[src/rtl/spi_periph_pkg.sv]
// Shared types and helpers for the SPI register-file peripheral.
package spi_periph_pkg;

   // Frame sequencer states.
   typedef enum logic [1:0] {
      IDLE   = 2'd0,
      ADDR   = 2'd1,
      DATA   = 2'd2,
      COMMIT = 2'd3
   } spi_state_e;

   // Value of the leading R/W bit that selects a write.
   localparam logic RW_WRITE = 1'b1;

   // Bits in a complete frame: R/W + address + data.
   function automatic int frame_len(input int addr_w, input int data_w);
      return 1 + addr_w + data_w;
   endfunction

endpackage

[src/rtl/spi_sync_edge.sv]
// Synchroniser for one asynchronous SPI pin, with one extra flop so that
// single-cycle rise/fall pulses can be derived from the synced level.
module spi_sync_edge #(
   parameter int SYNC_STAGES = 2
) (
   input  logic clk,
   input  logic rst,
   input  logic din,
   output logic level,
   output logic rise,
   output logic fall
);

   logic [SYNC_STAGES-1:0] sync_q;
   logic                   prev_q;

   // Shift the pin through the synchroniser chain and keep a delayed copy of its output.
   always_ff @(posedge clk or posedge rst) begin
      if (rst) begin
         sync_q <= '0;
         prev_q <= 1'b0;
      end else begin
         sync_q <= {sync_q[SYNC_STAGES-2:0], din};
         prev_q <= sync_q[SYNC_STAGES-1];
      end
   end

   assign level = sync_q[SYNC_STAGES-1];
   assign rise  = level & ~prev_q;
   assign fall  = ~level & prev_q;

endmodule

[src/rtl/spi_regfile_periph.sv]
// SPI mode-0 peripheral with a NUM_REGS x DATA_W register file.
// Frame (MSB first): R/W bit, ADDR_W address bits, DATA_W data bits.
// Writes commit when chip select rises; reads return the register on cipo
// during the data phase. Frames of the wrong length are dropped with frame_err.
module spi_regfile_periph
   import spi_periph_pkg::*;
#(
   parameter int ADDR_W      = 7,
   parameter int DATA_W      = 8,
   parameter int NUM_REGS    = 5,
   parameter int SYNC_STAGES = 2
) (
   input  logic                         clk,
   input  logic                         rst,
   input  logic                         sclk,
   input  logic                         copi,
   input  logic                         ncs,
   output logic                         cipo,
   output logic                         cipo_oe,
   output logic [NUM_REGS*DATA_W-1:0]   regs_o,
   output logic                         wr_strobe,
   output logic [ADDR_W-1:0]            wr_addr,
   output logic                         frame_err
);

   localparam int FRAME_LEN = frame_len(ADDR_W, DATA_W);
   localparam int CNT_W     = $clog2(FRAME_LEN + 2);
   // Count value just before the last command bit is shifted in.
   localparam logic [CNT_W-1:0] CNT_LAST_CMD = CNT_W'(ADDR_W);
   localparam logic [CNT_W-1:0] CNT_FULL     = CNT_W'(FRAME_LEN);
   localparam logic [CNT_W-1:0] CNT_SAT      = CNT_W'(FRAME_LEN + 1);

   logic sclk_level, sclk_rise, sclk_fall;
   logic ncs_level, ncs_rise, ncs_fall;
   logic copi_level, copi_rise, copi_fall;
   logic unused_sync;

   spi_state_e          state_q, state_d;
   logic [CNT_W-1:0]    bit_cnt;
   logic [ADDR_W:0]     cmd_sr, cmd_next;
   logic [DATA_W-1:0]   data_sr, rd_sr, rd_load;
   logic                cipo_q;
   logic                wr_hit;
   logic                is_read;
   logic [DATA_W-1:0]   regs_q [NUM_REGS];

   spi_sync_edge #(.SYNC_STAGES(SYNC_STAGES)) u_sync_sclk (
      .clk(clk), .rst(rst), .din(sclk), .level(sclk_level), .rise(sclk_rise), .fall(sclk_fall));
   spi_sync_edge #(.SYNC_STAGES(SYNC_STAGES)) u_sync_ncs (
      .clk(clk), .rst(rst), .din(ncs), .level(ncs_level), .rise(ncs_rise), .fall(ncs_fall));
   spi_sync_edge #(.SYNC_STAGES(SYNC_STAGES)) u_sync_copi (
      .clk(clk), .rst(rst), .din(copi), .level(copi_level), .rise(copi_rise), .fall(copi_fall));

   // Only edges of sclk and only the level of copi are needed.
   assign unused_sync = ^{sclk_level, copi_rise, copi_fall};

   assign cmd_next = {cmd_sr[ADDR_W-1:0], copi_level};
   assign is_read  = (cmd_sr[ADDR_W] != RW_WRITE);

   // Register lookup: read data for the command being completed, and whether
   // the latched command address hits an implemented register.
   always_comb begin
      rd_load = '0;
      wr_hit  = 1'b0;
      for (int k = 0; k < NUM_REGS; k++) begin
         if (cmd_next[ADDR_W] != RW_WRITE && cmd_next[ADDR_W-1:0] == ADDR_W'(k))
            rd_load = regs_q[k];
         if (cmd_sr[ADDR_W-1:0] == ADDR_W'(k))
            wr_hit = 1'b1;
      end
   end

   // State register.
   always_ff @(posedge clk or posedge rst) begin
      if (rst) state_q <= IDLE;
      else     state_q <= state_d;
   end

   // Next-state logic; a chip-select rise always wins over a coincident sclk edge.
   always_comb begin
      state_d = state_q;
      case (state_q)
         IDLE:    if (ncs_fall) state_d = ADDR;
         ADDR: begin
            if (ncs_rise)                                     state_d = COMMIT;
            else if (sclk_rise && bit_cnt == CNT_LAST_CMD)    state_d = DATA;
         end
         DATA:    if (ncs_rise) state_d = COMMIT;
         // A new frame that started during COMMIT goes straight to ADDR.
         COMMIT:  state_d = ncs_fall ? ADDR : IDLE;
         default: state_d = IDLE;
      endcase
   end

   // Frame datapath: shifting, readback, commit and the register file.
   always_ff @(posedge clk or posedge rst) begin
      if (rst) begin
         bit_cnt   <= '0;
         cmd_sr    <= '0;
         data_sr   <= '0;
         rd_sr     <= '0;
         cipo_q    <= 1'b0;
         wr_strobe <= 1'b0;
         wr_addr   <= '0;
         frame_err <= 1'b0;
         for (int k = 0; k < NUM_REGS; k++) regs_q[k] <= '0;
      end else begin
         wr_strobe <= 1'b0;
         frame_err <= 1'b0;
         case (state_q)
            ADDR: begin
               if (sclk_rise && !ncs_rise) begin
                  cmd_sr  <= cmd_next;
                  bit_cnt <= bit_cnt + CNT_W'(1);
                  if (bit_cnt == CNT_LAST_CMD) rd_sr <= rd_load;
               end
            end
            DATA: begin
               if (!ncs_rise) begin
                  if (sclk_rise) begin
                     data_sr <= {data_sr[DATA_W-2:0], copi_level};
                     if (bit_cnt != CNT_SAT) bit_cnt <= bit_cnt + CNT_W'(1);
                  end
                  if (sclk_fall && is_read) begin
                     cipo_q <= rd_sr[DATA_W-1];
                     rd_sr  <= {rd_sr[DATA_W-2:0], 1'b0};
                  end
               end
            end
            COMMIT: begin
               if (bit_cnt != CNT_FULL) begin
                  frame_err <= 1'b1;
               end else if (!is_read && wr_hit) begin
                  for (int k = 0; k < NUM_REGS; k++)
                     if (cmd_sr[ADDR_W-1:0] == ADDR_W'(k)) regs_q[k] <= data_sr;
                  wr_strobe <= 1'b1;
                  wr_addr   <= cmd_sr[ADDR_W-1:0];
               end
            end
            default: ;
         endcase
         // Fresh frame: clear the per-frame shift state (after any commit above).
         if (state_d == ADDR && state_q != ADDR) begin
            bit_cnt <= '0;
            cmd_sr  <= '0;
            data_sr <= '0;
            rd_sr   <= '0;
            cipo_q  <= 1'b0;
         end
      end
   end

   for (genvar k = 0; k < NUM_REGS; k++) begin : g_regs
      assign regs_o[k*DATA_W +: DATA_W] = regs_q[k];
   end

   assign cipo_oe = ~ncs_level & (state_q == DATA) & is_read;
   assign cipo    = cipo_oe & cipo_q;

endmodule

[config.mk]
export PLATFORM = sky130hd
export DESIGN_NAME = spi_regfile_periph
export DESIGN_NICKNAME = d
export VERILOG_FILES = /design/src/rtl/spi_periph_pkg.sv /design/src/rtl/spi_sync_edge.sv /design/src/rtl/spi_regfile_periph.sv
export SDC_FILE = /design/constraint.sdc
export NUM_CORES = 1
export LEC_CHECK = 0
export ABC_AREA = 0
export CORE_MARGIN = 2
export CORE_UTILIZATION = 49
export DETAILED_ROUTE_END_ITERATION = 6
export HOLD_SLACK_MARGIN = 0.08
export PLACE_DENSITY = 0.87
export SETUP_SLACK_MARGIN = 0.2
export SYNTH_ARGS = -nofsm -noshare
export SYNTH_HDL_FRONTEND = slang
export SYNTH_SLANG_ARGS = --single-unit
[constraint.sdc]
create_clock -name clk -period 3.3 [get_ports clk]
set_clock_uncertainty 0.1 [all_clocks]
set_input_delay 0.99 -clock clk [delete_from_list [all_inputs] [get_ports clk]]
set_output_delay 0.99 -clock clk [all_outputs]
set_load 0.01 [all_outputs]
After elaboration in Yosys (flattened, before gate mapping). Index checks and enable logic that the tools add are counted.

$add $sub $neg: 1. Eq/ne operators: 23. Mux-type cells: 44. Bitwise logic cells: 14. Reduce and logical (&&, ||, !) cells: 31.

Operators by type and width (number): 8-bit 2-to-1 mux (17); 7-bit by 2-bit equality test with 1-bit output, second input constant (4); 5-bit 2-to-1 mux (5); 4-bit AND reduction (5); 3-bit != test, second input constant (6); 8-bit one-hot mux with 2 select lines (1); 1-bit 2-to-1 mux (15); 7-bit by 1-bit equality test with 1-bit output, second input constant (2); 7-bit by 3-bit equality test with 1-bit output, second input constant (2); 7-bit logical NOT (2); 1-bit logical AND (10); 5-bit != test, second input constant (2); 5-bit one-hot mux with 2 select lines (1); 5-bit AND reduction (2); 2-bit nonzero test (5); 3-bit AND reduction (3); 2-bit 2-to-1 mux (4); 2-bit one-hot mux with 4 select lines (1); 1-bit bitwise AND (7); 1-bit NOT (7); 5-bit by 1-bit adder with 5-bit output, second input constant (1); 5-bit by 3-bit equality test with 1-bit output, second input constant (1); 2-bit by 1-bit equality test with 1-bit output, second input constant (2); 2-bit equality test, second input constant (2); 5 further kinds (6).

Flip-flop bits (word level): 89. Input bits: 5. Output and inout bits: 51. Word-level logic and storage cells: 132.

Depth between registers and ports, before layout.
Depth in word-level cells: 11. Gate-level depth with buffers: 7. Gate-level depth less buffers: 6.

Modules after synthesis. From an unflattened synthesis, not the netlist that was laid out.

Cell total of the unflattened synthesis: 345. Area, all modules: 4030.1 µm².

By module, submodules not included: spi_regfile_periph (times used 1, cells each 327, area each 3748.6 µm², seq. area each 2026.9 µm²); spi_sync_edge (times used 3, cells each 6, area each 93.8 µm², seq. area each 75.1 µm²).

Least setup slack after synthesis. Ideal clock, no wire load.

Path kind: reg2out. From: register state_q[0]. To: output cipo. Arrival: 1.291 ns. Required time: 2.210 ns. Slack: 0.919 ns. Stages on the path, launching flop included: 5. Path buffers: 1. Cell sequence: dfrtp_1 > clkbuf_1 > nand2b_1 > nor3_1 > and2_1.

Longest elaborated chain between the ends: 4.

RTL lines: from (decl) (line spi_regfile_periph.sv:38) `spi_state_e state_q, state_d;`; from (signal assigned) (line spi_regfile_periph.sv:76) `else state_q <= state_d;`; 2-bit equality test (line spi_regfile_periph.sv:157) `assign cipo_oe = ~ncs_level & (state_q == DATA) & is_read;`; 1-bit bitwise AND (2 in a row) (line spi_regfile_periph.sv:157); named net cipo_oe (line spi_regfile_periph.sv:19) `output logic cipo_oe,`; 1-bit bitwise AND (line spi_regfile_periph.sv:158) `assign cipo = cipo_oe & cipo_q;`; to (decl) (line spi_regfile_periph.sv:18) `output logic cipo,`.

The timed path passes the listed nets, and every way through them passes these cells.

Worst setup path after layout.
From: register state_q[0]. To: output cipo.

Longest elaborated chain between the ends: 4.

RTL lines (line): 2-bit equality test (spi_regfile_periph.sv:157); 1-bit bitwise AND (2 in a row) (spi_regfile_periph.sv:157); 1-bit bitwise AND (spi_regfile_periph.sv:158).

No other way between the ends.

==> impl_metrics.yaml <==
sta:
  finalWorstSetupSlack_ps: 297
  period_needed_ps: 3000
  finalSetupViolCount: 0
  finalCritPeriodShare_pct: 91.0
  slew_headroom_pct: 37.6
  max_freq_mhz: 333
  rsz0062_at_grt: "no"
  worstMarginPinSlew_ps: 936
  tns_ps: 0
  hold_violations: 0
  slew_viol_final: 0
die:
  rows: 33
  start_util_pct: 50.0
  die-area_um2: 8990
  top_level_ports: 56
  die_w_um: 94.8
  die_y_um: 94.8
  core-area_um2: 8090
synth:
  ys_types: 48
  synth-edff-count: 0
  netlist_area_um2: 4040
  seq_area_frac_synth_pct: 55.1
  ys.flop_type: "dfrtp_1"
  synth_area_leaders: "dfrtp_1, mux2_2, mux2i_1"
  ys_warn_count: 0
  avgSynthCellArea_um2: 12.3
  async_flop_share_pct: 100
  synth_top_area_cell: "dfrtp_1"
  synth_nets: 337
  ys_ff_latch: 89
  synth_top_area_share_pct: 55.1
  synth_cells: 329
grt:
  grt_pass1_vias: 2781
  grt_overflow: 0
  grt_usage_pct: 21.2
  grt_max_degree: 49
  antenna_found_initial: 0
  grt_pass1_wl_um: 14500
worst_hold_path:
  min_path_cells: 0
  hold_path_class: "reg2reg"
run:
  maxCapViolations: 0
drt:
  routed_wl_um: 8900
  vias_per_cell: 5.78
  ant_nets: 0
  wl_per_cell_um: 18.1
  drt-initial-drc-count: 161
  vias: 2846
  drc_errors: 0
  dr.pass1.iters: 5
finish:
  antennaDiodeCount: 0
  final_common_cell: "dfrtp_1"
  mostFrequentLayoutCells: "dfrtp_1, clkdlybuf4s50_1, mux2_2, mux2i_1, nor2_1"
  drive_gt1_share_pct: 19.6
  nNetsFinal: 390
  area_growth_pct: 22.1
  num-fill-cells: 645
pwr:
  powerDensity_nw_per_um2: 543
  vdd_ir_drop_max_uv: 278
  power_leakage_uw: 0.00233
setup_path:
  arrival_ps: 1910
  worstPathRequired_ps: 2210
  end_kind: "primary output"
  slowest_stage: "clkdlybuf4s50_1"
  slowest_delay_ps: 530
  r2r_cells: 6
  crit_path_start_kind: "flip-flop"
  cp_max_fo: 11
  crit_chain: "nand2b_2 -> nor3_2 -> and2_1 -> clkdlybuf4s50_1"
  path_class: "reg2out"
cts:
  clock-sinks: 89
  cts_tree: "done"
  clk_path_buf_depth: 2
  clk_latency_ps: 360
  clk_pin_slew_ps: 90
  htree_levels: 3
  cts_buffers: 9
  postCtsHoldBufs: 0
  cts_root_buffer: "clkbuf_8"
placed_design:
  hpwl_um: 6160
  port_buffers: 55
  dp_slack_ps: 565
  gp_congestion: 0.880
outcome:
  status: "finished clean"
layout make-up:
cell class	count	area, µm²	share of cell area [%]
inverters	6	26.3	0.532
multi-input cells	217	1730	35.1
flip-flops and latches	89	2230	45.1
clock inverters	7	101	2.05
repair buffers	59	593	12.0
well taps	105	131	2.66
clock buffers	9	124	2.51
synth_stat cells, types with 2 or more instances:
cell type,number
mux2i_1,29
nand4bb_1,2
nor2b_1,6
nand3_1,11
o31ai_1,2
and2_1,8
clkbuf_1,12
dfrtp_1,89
nand3b_1,3
mux2_2,42
ha_1,3
a21oi_1,3
nand4_1,3
and3_1,4
buf_1,2
nor4_1,2
o2bb2ai_1,5
a31oi_1,3
o21bai_1,2
nand3_2,2
nand2_1,14
inv_1,6
buf_2,3
o21ai_0,14
nor2_1,22
o211ai_1,4
nand2b_1,3
nor3_1,4
nor3b_1,2
a2111oi_0,2
a2111o_1,3
mux4_2,2
nor4b_1,2
state kept, by name, summed over array words and instances, names as in the netlist:
| name | cells |
|---|---|
| u_sync_ncs.sync_q | 2 |
| regs_o | 40 |
| wr_strobe | 1 |
| frame_err | 1 |
| u_sync_ncs.prev_q | 1 |
| u_sync_sclk.sync_q | 2 |
| rd_sr | 8 |
| cmd_sr | 8 |
| u_sync_sclk.prev_q | 1 |
| bit_cnt | 5 |
| data_sr | 8 |
| u_sync_copi.sync_q | 2 |
| cipo_q | 1 |
| wr_addr | 7 |
| state_q | 2 |
cells by family (layout without fill, tap and decap cells):
group	after synthesis	in the layout	synth area share, %
adder cells (fa/ha/maj)	3	3	0.929
AO/OA/AOI/OAI	44	44	7.68
AND/OR/NAND/NOR	95	95	13.6
flip-flops	89	89	55.1
XOR/XNOR	1	1	0.217
buffers and inverters	23	81	2.23
multiplexers	74	74	20.3
metal layers:
layer	global-route usage, %	routed length [µm]
met5	0	0
met4	9.30	221
met3	3.91	432
met2	34.3	4410
met1	28.2	3840
report_power, final:
| group | switching (µW) | leakage (µW) | internal, µW | total, µW |
|---|---|---|---|---|
| clock | 409 | 0.000106 | 433 | 842 |
| sequential | 157 | 0.00121 | 1170 | 1330 |
| combinational | 298 | 0.00101 | 213 | 511 |
per-stage QoR:
| stage | instance area, µm² | util, % | cells | hold slack (ps) | power (µW) |
|---|---|---|---|---|---|
| 2_1_floorplan | 4050 | - | 329 | 231 | 1700 |
| 3_3_place_gp | 4700 | 58.1 | 476 | 238 | 1810 |
| 3_5_place_dp | 4700 | 58.1 | 476 | 237 | 1850 |
| 4_1_cts | 4930 | 60.9 | 492 | 257 | 2680 |
| 5_1_grt | 4940 | 61.0 | 492 | 260 | 2820 |
| 6_report | 4940 | 61.0 | 492 | 254 | 2680 |
final timing paths:
| path | start | to | slack, ps |
|---|---|---|---|
| setup / recovery | state_q[0] | cipo | 300 |
| hold / removal | u_sync_ncs.sync_q[0] | u_sync_ncs.sync_q[1] | 250 |
| setup reg to reg | bit_cnt[0] | regs_o[28] | 770 |
| hold reg to reg | u_sync_ncs.sync_q[0] | u_sync_ncs.sync_q[1] | 250 |
| max in group asynchronous | rst | regs_o[37] | 1570 |
| min in group asynchronous | rst | u_sync_ncs.prev_q | 890 |
what timing repair did:
item | in CTS | in global routing
setup buffers | 0 | 0
gates resized for setup | 1 | 2
endpoints found under the setup margin | 1 | 1
worst max-delay path: cells and delay by family, from the launching register on:
kind	cells	cell delay, ps
simple gates	3	550
buf+inv	1	530
flops	1	490
Note: power is estimated with default switching activity, not from simulation.
